<file path="src/rtl/agc_stats_pkg.sv">
// Shared state type, LFSR constants and combinational helpers for the AGC statistics engine.
// Pure functions only: no latency, no backpressure.
package agc_stats_pkg;

    typedef enum logic [1:0] {
        IDLE    = 2'd0,
        RUN     = 2'd1,
        CAPTURE = 2'd2
    } agc_state_t;

    localparam logic [15:0] LFSR_SEED = 16'hACE1;
    // Taps 16,14,13,11 expressed on the right-shifting register: bits 0,2,3,5 feed bit 15.
    localparam logic [15:0] LFSR_TAP_MASK = 16'h002D;
    localparam int          MIN_LOG2 = 4;

    function automatic logic [15:0] lfsr_next(input logic [15:0] l);
        return {^(l & LFSR_TAP_MASK), l[15:1]};
    endfunction

    function automatic logic [4:0] popcount16(input logic [15:0] v);
        logic [4:0] n;
        n = '0;
        for (int i = 0; i < 16; i++) begin
            n = n + 5'(v[i]);
        end
        return n;
    endfunction

    function automatic logic [4:0] clamp_len(input logic [4:0] l, input logic [4:0] max_l);
        if (l < 5'(MIN_LOG2)) begin
            return 5'(MIN_LOG2);
        end else if (l > max_l) begin
            return max_l;
        end
        return l;
    endfunction

endpackage

</file>
<file path="src/rtl/agc_stats_engine_if.sv">
// Port bundle for agc_stats_engine: per-channel sample inputs, measurement control and capture readout.
// Optional AGC_PEAK_HOLD_EN widens rd_data_o by ABITS for the per-channel peak.
interface agc_stats_engine_if #(
    parameter int NCHAN   = 8,
    parameter int NSAMP   = 8,
    parameter int ABITS   = 4,
    parameter int SQ_BITS = 24,
    parameter int PR_BITS = 21
);
    localparam int CH_BITS = (NCHAN > 1) ? $clog2(NCHAN) : 1;
`ifdef AGC_PEAK_HOLD_EN
    localparam int PK_W = ABITS;
`else
    localparam int PK_W = 0;
`endif
    localparam int RD_W = PK_W + SQ_BITS + 2 * PR_BITS;

    logic [NCHAN*NSAMP*ABITS-1:0] abs_i;
    logic [NCHAN*NSAMP-1:0]       gt_i;
    logic [NCHAN*NSAMP-1:0]       lt_i;
    logic                         start_i;
    logic                         cont_i;
    logic [4:0]                   len_log2_i;
    logic                         busy_o;
    logic                         done_o;
    logic                         ack_i;
    logic                         ovf_o;
    logic                         rd_stb_i;
    logic [CH_BITS-1:0]           rd_ch_i;
    logic                         rd_valid_o;
    logic [RD_W-1:0]              rd_data_o;

    modport master (
        output abs_i, gt_i, lt_i, start_i, cont_i, len_log2_i, ack_i, rd_stb_i, rd_ch_i,
        input  busy_o, done_o, ovf_o, rd_valid_o, rd_data_o
    );

    modport slave (
        input  abs_i, gt_i, lt_i, start_i, cont_i, len_log2_i, ack_i, rd_stb_i, rd_ch_i,
        output busy_o, done_o, ovf_o, rd_valid_o, rd_data_o
    );

endinterface

</file>
<file path="src/rtl/agc_stats_chan.sv">
// One channel's saturating square/gt/lt accumulators (plus peak under AGC_PEAK_HOLD_EN).
// Updates on the clock edge after the sample; clr_i overrides en_i; no backpressure.
module agc_stats_chan
    import agc_stats_pkg::*;
#(
    parameter int NSAMP     = 8,
    parameter int ABITS     = 4,
    parameter int SQ_BITS   = 24,
    parameter int PR_BITS   = 21,
    parameter int SQ_OFFSET = 16384,
    localparam int SEL_W    = $clog2(NSAMP)
) (
    input  logic                     clk_i,
    input  logic                     rst_i,
    input  logic                     clr_i,
    input  logic                     en_i,
    input  logic [SEL_W-1:0]         sel_i,
    input  logic [NSAMP*ABITS-1:0]   abs_i,
    input  logic [NSAMP-1:0]         gt_i,
    input  logic [NSAMP-1:0]         lt_i,
`ifdef AGC_PEAK_HOLD_EN
    output logic [ABITS-1:0]         pk_o,
`endif
    output logic [SQ_BITS-1:0]       sq_o,
    output logic [PR_BITS-1:0]       gt_o,
    output logic [PR_BITS-1:0]       lt_o
);

    logic [SQ_BITS-1:0] sq_q, sq_d;
    logic [PR_BITS-1:0] gt_q, gt_d, lt_q, lt_d;
    logic [ABITS-1:0]   abs_sel;
    logic [2*ABITS-1:0] abs_sq;
    logic [SQ_BITS:0]   sq_sum;
    logic [PR_BITS:0]   gt_sum, lt_sum;

    always_comb begin
        abs_sel = abs_i[sel_i*ABITS +: ABITS];
        abs_sq  = abs_sel * abs_sel;
        sq_sum  = {1'b0, sq_q} + (SQ_BITS+1)'(abs_sq);
        gt_sum  = {1'b0, gt_q} + (PR_BITS+1)'(popcount16(16'(gt_i)));
        lt_sum  = {1'b0, lt_q} + (PR_BITS+1)'(popcount16(16'(lt_i)));

        sq_d = sq_q;
        gt_d = gt_q;
        lt_d = lt_q;
        if (clr_i) begin
            sq_d = SQ_BITS'(SQ_OFFSET);
            gt_d = '0;
            lt_d = '0;
        end else if (en_i) begin
            // The carry bit of each sum flags overflow: pin at all-ones instead of wrapping.
            sq_d = sq_sum[SQ_BITS] ? '1 : sq_sum[SQ_BITS-1:0];
            gt_d = gt_sum[PR_BITS] ? '1 : gt_sum[PR_BITS-1:0];
            lt_d = lt_sum[PR_BITS] ? '1 : lt_sum[PR_BITS-1:0];
        end
    end

    always_ff @(posedge clk_i) begin
        if (rst_i) begin
            sq_q <= SQ_BITS'(SQ_OFFSET);
            gt_q <= '0;
            lt_q <= '0;
        end else begin
            sq_q <= sq_d;
            gt_q <= gt_d;
            lt_q <= lt_d;
        end
    end

    assign sq_o = sq_q;
    assign gt_o = gt_q;
    assign lt_o = lt_q;

`ifdef AGC_PEAK_HOLD_EN
    logic [ABITS-1:0] pk_q, pk_d, pk_max;

    always_comb begin
        pk_max = pk_q;
        for (int s = 0; s < NSAMP; s++) begin
            if (abs_i[s*ABITS +: ABITS] > pk_max) begin
                pk_max = abs_i[s*ABITS +: ABITS];
            end
        end
        pk_d = pk_q;
        if (clr_i) begin
            pk_d = '0;
        end else if (en_i) begin
            pk_d = pk_max;
        end
    end

    always_ff @(posedge clk_i) begin
        if (rst_i) begin
            pk_q <= '0;
        end else begin
            pk_q <= pk_d;
        end
    end

    assign pk_o = pk_q;
`endif

endmodule

</file>
<file path="src/rtl/agc_stats_engine.sv">
// Multi-channel AGC measurement engine: timer FSM, shared LFSR, per-channel accumulators, capture bank, readout.
// Read data one cycle after rd_stb_i; done_o one cycle after CAPTURE; no backpressure. Option: AGC_PEAK_HOLD_EN.
module agc_stats_engine
    import agc_stats_pkg::*;
#(
    parameter int NCHAN     = 8,
    parameter int NSAMP     = 8,
    parameter int ABITS     = 4,
    parameter int SQ_BITS   = 24,
    parameter int PR_BITS   = 21,
    parameter int SQ_OFFSET = 16384,
    parameter int MAX_LOG2  = 17
) (
    input logic               clk_i,
    input logic               rst_i,
    agc_stats_engine_if.slave bus
);

    localparam int SEL_W   = $clog2(NSAMP);
    localparam int CH_BITS = (NCHAN > 1) ? $clog2(NCHAN) : 1;
`ifdef AGC_PEAK_HOLD_EN
    localparam int PK_W = ABITS;
`else
    localparam int PK_W = 0;
`endif
    localparam int LANE_W = PK_W + SQ_BITS + 2 * PR_BITS;

    agc_state_t          state_q, state_d;
    logic [MAX_LOG2-1:0] cnt_q, cnt_d, cnt_load;
    logic [MAX_LOG2:0]   span;
    logic [4:0]          len_c;
    logic [15:0]         lfsr_q, lfsr_d;
    logic                acc_clr, acc_en, cap;
    logic                busy_q, busy_d;
    logic                done_q, done_d;
    logic                pend_q, pend_d;
    logic                ovf_q, ovf_d;
    logic                rd_vld_q, rd_vld_d;
    logic [LANE_W-1:0]   rd_dat_q, rd_dat_d;
    logic [NCHAN-1:0][LANE_W-1:0] acc_w, bank_q, bank_d;

    for (genvar g = 0; g < NCHAN; g++) begin : g_chan
        logic [SQ_BITS-1:0] sq;
        logic [PR_BITS-1:0] gt;
        logic [PR_BITS-1:0] lt;
`ifdef AGC_PEAK_HOLD_EN
        logic [ABITS-1:0]   pk;
`endif

        agc_stats_chan #(
            .NSAMP    (NSAMP),
            .ABITS    (ABITS),
            .SQ_BITS  (SQ_BITS),
            .PR_BITS  (PR_BITS),
            .SQ_OFFSET(SQ_OFFSET)
        ) u_chan (
            .clk_i (clk_i),
            .rst_i (rst_i),
            .clr_i (acc_clr),
            .en_i  (acc_en),
            .sel_i (lfsr_q[SEL_W-1:0]),
            .abs_i (bus.abs_i[g*NSAMP*ABITS +: NSAMP*ABITS]),
            .gt_i  (bus.gt_i[g*NSAMP +: NSAMP]),
            .lt_i  (bus.lt_i[g*NSAMP +: NSAMP]),
`ifdef AGC_PEAK_HOLD_EN
            .pk_o  (pk),
`endif
            .sq_o  (sq),
            .gt_o  (gt),
            .lt_o  (lt)
        );

`ifdef AGC_PEAK_HOLD_EN
        assign acc_w[g] = {pk, sq, gt, lt};
`else
        assign acc_w[g] = {sq, gt, lt};
`endif
    end

    // Counter runs 2**len-1 down to 0, so RUN lasts exactly 2**len clocks.
    always_comb begin
        len_c    = clamp_len(bus.len_log2_i, 5'(MAX_LOG2));
        span     = (MAX_LOG2+1)'(1) << len_c;
        cnt_load = MAX_LOG2'(span - (MAX_LOG2+1)'(1));

        state_d = state_q;
        cnt_d   = cnt_q;
        lfsr_d  = lfsr_q;
        acc_clr = 1'b0;
        acc_en  = 1'b0;
        cap     = 1'b0;
        unique case (state_q)
            IDLE: begin
                if (bus.start_i) begin
                    state_d = RUN;
                    cnt_d   = cnt_load;
                    acc_clr = 1'b1;
                end
            end
            RUN: begin
                acc_en = 1'b1;
                lfsr_d = lfsr_next(lfsr_q);
                if (cnt_q == '0) begin
                    state_d = CAPTURE;
                end else begin
                    cnt_d = cnt_q - 1'b1;
                end
            end
            CAPTURE: begin
                cap = 1'b1;
                if (bus.cont_i) begin
                    state_d = RUN;
                    cnt_d   = cnt_load;
                    acc_clr = 1'b1;
                end else begin
                    state_d = IDLE;
                end
            end
            default: state_d = IDLE;
        endcase
    end

    always_comb begin
        busy_d = (state_d != IDLE);
        done_d = cap;
        bank_d = cap ? acc_w : bank_q;
        // An ack arriving with a capture loses: the fresh bank is still unread.
        pend_d = cap ? 1'b1 : (bus.ack_i ? 1'b0 : pend_q);
        ovf_d  = ovf_q | (cap & pend_q);

        rd_vld_d = bus.rd_stb_i;
        rd_dat_d = rd_dat_q;
        if (bus.rd_stb_i) begin
            rd_dat_d = ({1'b0, bus.rd_ch_i} < (CH_BITS+1)'(NCHAN)) ? bank_q[bus.rd_ch_i] : '0;
        end
    end

    always_ff @(posedge clk_i) begin
        if (rst_i) begin
            state_q  <= IDLE;
            cnt_q    <= '0;
            lfsr_q   <= LFSR_SEED;
            busy_q   <= 1'b0;
            done_q   <= 1'b0;
            pend_q   <= 1'b0;
            ovf_q    <= 1'b0;
            bank_q   <= '0;
            rd_vld_q <= 1'b0;
            rd_dat_q <= '0;
        end else begin
            state_q  <= state_d;
            cnt_q    <= cnt_d;
            lfsr_q   <= lfsr_d;
            busy_q   <= busy_d;
            done_q   <= done_d;
            pend_q   <= pend_d;
            ovf_q    <= ovf_d;
            bank_q   <= bank_d;
            rd_vld_q <= rd_vld_d;
            rd_dat_q <= rd_dat_d;
        end
    end

    assign bus.busy_o     = busy_q;
    assign bus.done_o     = done_q;
    assign bus.ovf_o      = ovf_q;
    assign bus.rd_valid_o = rd_vld_q;
    assign bus.rd_data_o  = rd_dat_q;

endmodule

</file>
<file path="src/flat_wrapper.sv">
// flat-port wrapper written by rule: the top's interface ports become plain ports
module agc_stats_engine_flat import agc_stats_pkg::*;
#(
    parameter int NCHAN     = 8,
    parameter int NSAMP     = 8,
    parameter int ABITS     = 4,
    parameter int SQ_BITS   = 24,
    parameter int PR_BITS   = 21,
    parameter int SQ_OFFSET = 16384,
    parameter int MAX_LOG2  = 17
)
  (clk_i, rst_i, bus_abs_i, bus_gt_i, bus_lt_i, bus_start_i, bus_cont_i, bus_len_log2_i, bus_ack_i, bus_rd_stb_i, bus_rd_ch_i, bus_busy_o, bus_done_o, bus_ovf_o, bus_rd_valid_o, bus_rd_data_o);
  agc_stats_engine_if #(.NCHAN(NCHAN), .NSAMP(NSAMP), .ABITS(ABITS), .SQ_BITS(SQ_BITS), .PR_BITS(PR_BITS)) bus_i ();
  input logic clk_i;
  input logic rst_i;
  input wire logic [$bits(bus_i.abs_i)-1:0] bus_abs_i;
  input wire logic [$bits(bus_i.gt_i)-1:0] bus_gt_i;
  input wire logic [$bits(bus_i.lt_i)-1:0] bus_lt_i;
  input wire logic [$bits(bus_i.start_i)-1:0] bus_start_i;
  input wire logic [$bits(bus_i.cont_i)-1:0] bus_cont_i;
  input wire logic [$bits(bus_i.len_log2_i)-1:0] bus_len_log2_i;
  input wire logic [$bits(bus_i.ack_i)-1:0] bus_ack_i;
  input wire logic [$bits(bus_i.rd_stb_i)-1:0] bus_rd_stb_i;
  input wire logic [$bits(bus_i.rd_ch_i)-1:0] bus_rd_ch_i;
  output wire logic [$bits(bus_i.busy_o)-1:0] bus_busy_o;
  output wire logic [$bits(bus_i.done_o)-1:0] bus_done_o;
  output wire logic [$bits(bus_i.ovf_o)-1:0] bus_ovf_o;
  output wire logic [$bits(bus_i.rd_valid_o)-1:0] bus_rd_valid_o;
  output wire logic [$bits(bus_i.rd_data_o)-1:0] bus_rd_data_o;
  assign bus_i.abs_i = bus_abs_i;
  assign bus_i.gt_i = bus_gt_i;
  assign bus_i.lt_i = bus_lt_i;
  assign bus_i.start_i = bus_start_i;
  assign bus_i.cont_i = bus_cont_i;
  assign bus_i.len_log2_i = bus_len_log2_i;
  assign bus_i.ack_i = bus_ack_i;
  assign bus_i.rd_stb_i = bus_rd_stb_i;
  assign bus_i.rd_ch_i = bus_rd_ch_i;
  assign bus_busy_o = bus_i.busy_o;
  assign bus_done_o = bus_i.done_o;
  assign bus_ovf_o = bus_i.ovf_o;
  assign bus_rd_valid_o = bus_i.rd_valid_o;
  assign bus_rd_data_o = bus_i.rd_data_o;
  agc_stats_engine #(.NCHAN(NCHAN), .NSAMP(NSAMP), .ABITS(ABITS), .SQ_BITS(SQ_BITS), .PR_BITS(PR_BITS), .SQ_OFFSET(SQ_OFFSET), .MAX_LOG2(MAX_LOG2)) u_core (.clk_i(clk_i), .rst_i(rst_i), .bus(bus_i));
endmodule
</file>
<file path="config.mk">
export PLATFORM = sky130hd
export DESIGN_NAME = agc_stats_engine_flat
export DESIGN_NICKNAME = d
export VERILOG_FILES = /design/src/rtl/agc_stats_pkg.sv /design/src/rtl/agc_stats_engine_if.sv /design/src/rtl/agc_stats_chan.sv /design/src/rtl/agc_stats_engine.sv /design/src/flat_wrapper.sv
export SDC_FILE = /design/constraint.sdc
export NUM_CORES = 2
export LEC_CHECK = 0
export CAP_MARGIN = 40
export CORE_ASPECT_RATIO = 1.25
export CORE_MARGIN = 2
export CORE_UTILIZATION = 55
export CTS_BUF_LIST = sky130_fd_sc_hd__clkbuf_16
export CTS_CLUSTER_SIZE = 12
export DETAILED_ROUTE_END_ITERATION = 8
export PLACE_DENSITY = 0.76
export SYNTH_ARGS = -nofsm -noshare
export SYNTH_HDL_FRONTEND = slang
export SYNTH_SLANG_ARGS = --single-unit
</file>
<file path="constraint.sdc">
create_clock -name clk_i -period 5.1 [get_ports clk_i]
set_input_delay 0.51 -clock clk_i [delete_from_list [all_inputs] [get_ports clk_i]]
set_output_delay 0.51 -clock clk_i [all_outputs]
set_load 0.05 [all_outputs]
</file>
* Word level (Yosys, flattened, before mapping)
Cells that the tools add are included.
W data, S select, Z words.
** Word-level totals
- Bits in registers :: 1162
- Output and inout bits :: 70
- Word-level logic and storage cells :: 260
** Cells by class
- Add/subtract/negate cells :: 138
- $mul :: 8
- Magnitude comparators :: 3
- Equal/unequal tests :: 5
- Shifts and indexed selects :: 9
- Mux-type cells :: 46
- Bitwise operators :: 2
- Reductions and logical operators :: 8
** Operators with widths (count)
- $add A21 B5 Y22 :: 16
- $mux W21 :: 16
- $shiftx A32 B6 Y4 :: 8
- $add A5 B1 Y5 :: 48
- $add A24 B8 Y25 :: 8
- $bmux W66 S3 :: 1
- $mux W24 :: 8
- $add A4 B1 Y5 :: 16
- $mux W66 :: 1
- $add A3 B1 Y4 :: 16
- $mul A4 B4 Y8 :: 8
- $mux W17 :: 3
- $pmux W17 S3 :: 1
- $add A2 B1 Y3 :: 16
- $sub A17 B1 Y17 const B :: 2
- $add A1 B1 Y2 :: 16
- $logic_not A17 Y1 :: 1
- $shl A1 B5 Y17 const A :: 1
- $reduce_xor A16 Y1 :: 1
- $mux W5 :: 3
- $mux W1 :: 9
- $ne A2 B2 Y1 const B :: 3
- $pmux W2 S3 :: 1
- $gt A5 B5 Y1 const B :: 1
- 13 further kinds :: 15

* Longest topological paths before layout
- Depth after elaboration :: 9
- Gate-level depth with buffers :: 16
- Depth with buffers taken out :: 13

* Modules after synthesis
From an unflattened synthesis, not the netlist that was laid out.
** Second synthesis, totals
- Cells, all modules :: 6902
- Area total of the unflattened synthesis :: 60842.1 um^2
** Modules (own cells, without submodules)
- agc_stats_chan at u_core.g_chan[1].u_chan ... :: instances 6, cells an instance 488, area each 4377.9 um^2
- agc_stats_engine :: instances 1, cells an instance 3022, area each 25946.1 um^2
- agc_stats_chan at u_core.g_chan[0].u_chan ... :: instances 2, cells an instance 476, area each 4314.1 um^2

* Least setup slack after synthesis
No wires, ideal clock.
- Kind :: reg-to-reg
- Start :: register u_core.lfsr_q[0]
- End :: register u_core.g_chan[1].u_chan.sq_q[3]
- Library setup time :: 150 ps
- Arrival :: 3872 ps
- Required time :: 4950 ps
- Slack :: 1078 ps
- Stages on the path, launching flop included :: 15
- Buffers on the path :: 2
- Period minus slack after synthesis :: 4022 ps
- Path through :: dfxtp_1 -> buf_2 -> buf_2 -> mux4_2 -> mux2_2 -> and2_1 -> nand2_1 -> fa_1 -> inv_1 -> ha_1 -> a31o_2 -> a221oi_2 -> a211oi_1 -> nor2_1 -> a221oi_1
** Between the ends
- Word-level cells in the longest chain between the ends :: 4
** RTL lines
- start: declaration :: RTL line agc_stats_engine.sv:32 : logic [15:0] lfsr_q, lfsr_d;
- start signal: assignment :: RTL line agc_stats_engine.sv:153 : lfsr_q <= lfsr_d;
- $shiftx A32 B6 Y4 :: RTL line agc_stats_chan.sv:37 : abs_sel = abs_i[sel_i*ABITS +: ABITS];
- $mul A4 B4 Y8 :: RTL line agc_stats_chan.sv:38 : abs_sq = abs_sel * abs_sel;
- $add A24 B8 Y25 :: RTL line agc_stats_chan.sv:39 : sq_sum = {1'b0, sq_q} + (SQ_BITS+1)'(abs_sq);
- $mux W24 :: RTL line agc_stats_chan.sv:52 : sq_d = sq_sum[SQ_BITS] ? '1 : sq_sum[SQ_BITS-1:0];
- end signal: assignment :: RTL line agc_stats_chan.sv:60 : sq_q <= SQ_BITS'(SQ_OFFSET);
- end signal: assignment :: RTL line agc_stats_chan.sv:64 : sq_q <= sq_d;
- end: declaration :: RTL line agc_stats_chan.sv:29 : logic [SQ_BITS-1:0] sq_q, sq_d;
Every way passes these cells.
A chain may end at the register's enable or synchronous reset.

* Final worst setup path
- Start :: register u_core.lfsr_q[0]
- End :: register u_core.g_chan[7].u_chan.sq_q[3]
** Between the ends
- Word-level cells in the longest chain between the ends :: 4
** RTL lines (RTL line)
- $shiftx A32 B6 Y4 :: agc_stats_chan.sv:37
- $mul A4 B4 Y8 :: agc_stats_chan.sv:38
- $add A24 B8 Y25 :: agc_stats_chan.sv:39
- $mux W24 :: agc_stats_chan.sv:52
- end signal: assignment :: agc_stats_chan.sv:60
- end signal: assignment :: agc_stats_chan.sv:64
- end: declaration :: agc_stats_chan.sv:29
Every way passes these cells.

==> reports/results.tsv <==
metric	value	unit
period_share	0.8778	
holdCritStartpoint	rst_i	
fin_crit	4.477	ns
r2r_slack	0.62	ns
cts_sinks	1162	
p_leak	0.02449	uW
grt_max_degree	184	
antenna_found_initial	8	
peakVddDrop	0.2574	mV
netlist_instances	6787	
port_buffers	467	
drt-total-wl	169600	microns
synth_seq_area_share	0.3905	
firstDrtPassIters	5	
synth-edff-count	0	
wl_met2	83270	microns
power_density	294.1	nW/um^2
fp.coreArea	107900	sq um
fmax	223.4	MHz
top_layer_used	met5	
drv.max_cap_violation_count	0	
hold_buffers	0	
io_pins	468	
yosysWarnings	0	
cp_data_arrival_time	5.09	ns
die-area	111000	sq um
skew	0.04153	ns
drc	0	
critPathMaxFanout	32	
setup_viol	0	
drtAntennaViolNets	0	
endpoint	u_core.g_chan[7].u_chan.sq_o[3]$_SDFFE_PP0P_	
synth_seq_cells	1162	
via_count	51220	
path_class	reg2reg	
globalRouteTotalUtil	0.2991	
drive_gt1_frac	0.07954	
placed_cells	8362	
grt_setup_unrepaired	false	
slew_headroom	0.3599	
synth.top_cell.area_share	0.3905	
die_h	372.0	microns
status	complete, no violations	
wl_per_cell	19.87	microns
fin_tns_setup	0	ns
hold_viol	0	
syn-cell-area	59570	sq um
cts_post_setup_buffers_inserted	0	
htreeDepth	3	
synth_area_per_cell	8.777	sq um
synthTopCellsByArea	dfxtp_1 (39%), nand2_1 (8.4%), a21oi_1 (7.7%), mux4_2 (7.4%), ha_1 (4.1%)	
start_util	0.5519	
crit_path_end_kind	flip-flop	
die_x	298.4	microns
nets	7734	
place_area	65380	sq um
clock-root-buffer	clkbuf_16	
drt-initial-drc-count	4362	
drv_slew	0	
m1WireLength	69710	microns
grt_pass1_wl	268500	microns
worstMarginPinSlew	0.9601	ns
crit_required	5.71	ns
insertion_delay	0.74	ns
r2r_end	u_core.g_chan[7].u_chan.sq_o[3]$_SDFFE_PP0P_	
first_global_vias	49600	
reg2reg_from	u_core.lfsr_q[0]$_SDFFE_PP1P_	
viasPerCell	6.003	
met3_wirelength	10670	microns
yosysTopAreaCell	dfxtp_1	
cts_tree	built	
dp_hpwl	122100	microns
cts.repair.resized	0	
design_area	68550	sq um
r2r_cells	13	
area_growth	15.07	%
worstHoldPathType	in2reg	
async_flop_share	0	
path_clk_slew	0.06	ns
synth_nets	7482	
fill_cells	8940	
critPathLaunch	u_core.lfsr_q[0]$_SDFFE_PP1P_	
globalplace.congestion	0.9148	
cp-start-kind	flip-flop	
grt.overflow.total	0	
synth_top_flop_cell	dfxtp_1	
numCtsBuffers	113	
rows	135	
layout.cells.non_filler	8532	
synthDistinctLibCells	103	
cts_buffer_depth	3	
-- cells by family after synthesis --
family,count (synthesis),synth area share
XOR/XNOR,313,0.04602
adder cells (fa/ha/maj),297,0.07549
buffers and inverters,726,0.04833
multiplexers,317,0.09517
flip-flops,1162,0.3905
AND/OR/NAND/NOR,2297,0.1739
AO/OA/AOI/OAI,1675,0.1706
-- layout by cell type (no fill, tap or decap), types with 157 or more instances in the layout --
master	instances
a21oi_1	912
nor3_1	158
inv_1	331
o21ai_0	217
clkdlybuf4s50_1	462
nor2_1	248
dfxtp_1	1159
xnor2_1	157
ha_1	193
nand2_1	1326
mux4_2	196
-- flip-flops by register name, indices dropped and copies added, names as in the netlist --
| signal | cells |
|---|---|
| u_core.bus.busy_o | 1 |
| u_core.lfsr_q | 16 |
| u_core.state_q | 2 |
| u_core.bank_q | 528 |
| u_core.pend_q | 1 |
| u_core.cnt_q | 17 |
| u_core.bus.rd_data_o | 66 |
| u_core.bus.rd_valid_o | 1 |
| u_core.g_chan.u_chan.lt_o | 168 |
| u_core.bus.done_o | 1 |
| u_core.bus.ovf_o | 1 |
| u_core.g_chan.u_chan.sq_o | 192 |
| u_core.g_chan.u_chan.gt_o | 168 |
-- layer usage --
layer,GRT usage,vias to the layer above
met5,0,-
met4,0.1136,14
met1,0.3775,24867
li1,-,24321
met3,0.04704,339
met2,0.5157,1679
-- power breakdown --
group	switching (uW)	total, uW	internal [uW]	leakage [uW]
combinational	1800	3230	1430	0.0135
clock	3530	7570	4040	0.00163
sequential	129	9360	9230	0.00939
total	5460	20200	14700	0.0245
-- cell usage after synthesis (49+ instances only) --
| cell | count |
|---|---|
| nor3_1 | 158 |
| nor2b_1 | 49 |
| and2_1 | 51 |
| o21a_1 | 49 |
| o21ai_0 | 217 |
| nor2_1 | 249 |
| nand3_1 | 142 |
| a211oi_1 | 125 |
| xnor2_1 | 157 |
| clkbuf_1 | 294 |
| xor2_1 | 156 |
| a31oi_1 | 72 |
| ha_1 | 193 |
| inv_1 | 308 |
| nand2_1 | 1326 |
| a21oi_1 | 912 |
| and4_1 | 52 |
| nand4_1 | 58 |
| dfxtp_1 | 1162 |
| fa_1 | 104 |
| and3_1 | 72 |
| mux2i_1 | 88 |
| buf_2 | 78 |
| mux4_2 | 196 |
-- worst max-delay path, cell delays in order (launching register included) --
cell and delay [ns]:
dfxtp_4 0.49, buf_12 0.30, mux4_2 0.57, mux2i_1 0.34
nand2_1 0.15, fa_1 0.53, inv_1 0.04, ha_1 0.32
o21ai_0 0.18, a221o_1 0.42, a211oi_1 0.31, and2_1 0.41
nor3_1 0.10, a211oi_1 0.19
-- stage by stage --
| stage | total power (uW) | utilization | setup WS (ns) | hold slack (ns) |
|---|---|---|---|---|
| floorplan | 11690 | - | 1.078 | 0.4319 |
| global placement | 12650 | 0.6043 | 0.3685 | 0.4382 |
| detailed placement | 12760 | 0.6057 | 0.2725 | 0.4431 |
| CTS | 20240 | 0.6350 | 0.6007 | 0.1767 |
| global route | 20950 | 0.6350 | 0.3265 | 0.2213 |
| finish | 20160 | 0.6351 | 0.6232 | 0.1940 |
-- worst min path at each step --
| stage | endpoint | depth (start not counted) |
|---|---|---|
| 2_1_floorplan | u_core.bank_q[0]$_SDFFE_PP0P_ | 2 |
| 3_3_place_gp | u_core.bank_q[382]$_SDFFE_PP0P_ | 2 |
| 3_5_place_dp | u_core.bank_q[392]$_SDFFE_PP0P_ | 2 |
| 4_1_cts | u_core.bank_q[451]$_SDFFE_PP0P_ | 2 |
| 5_1_grt | u_core.bank_q[517]$_SDFFE_PP0P_ | 2 |
| 6_report | u_core.bank_q[251]$_SDFFE_PP0P_ | 2 |
-- layout make-up --
| cell class | count | area [sq um] | area share |
|---|---|---|---|
| clock inverters | 54 | 331.6 | 0.004837 |
| repair buffers | 555 | 5692 | 0.08303 |
| diodes | 3 | 7.507 | 0.0001095 |
| flip-flops and latches | 1162 | 23270 | 0.3395 |
| well taps | 1438 | 1799 | 0.02625 |
| inverters | 308 | 1156 | 0.01687 |
| clock buffers | 113 | 2828 | 0.04125 |
| multi-input cells | 4899 | 33460 | 0.4882 |
No activity file was read; power rests on OpenSTA's default activity.
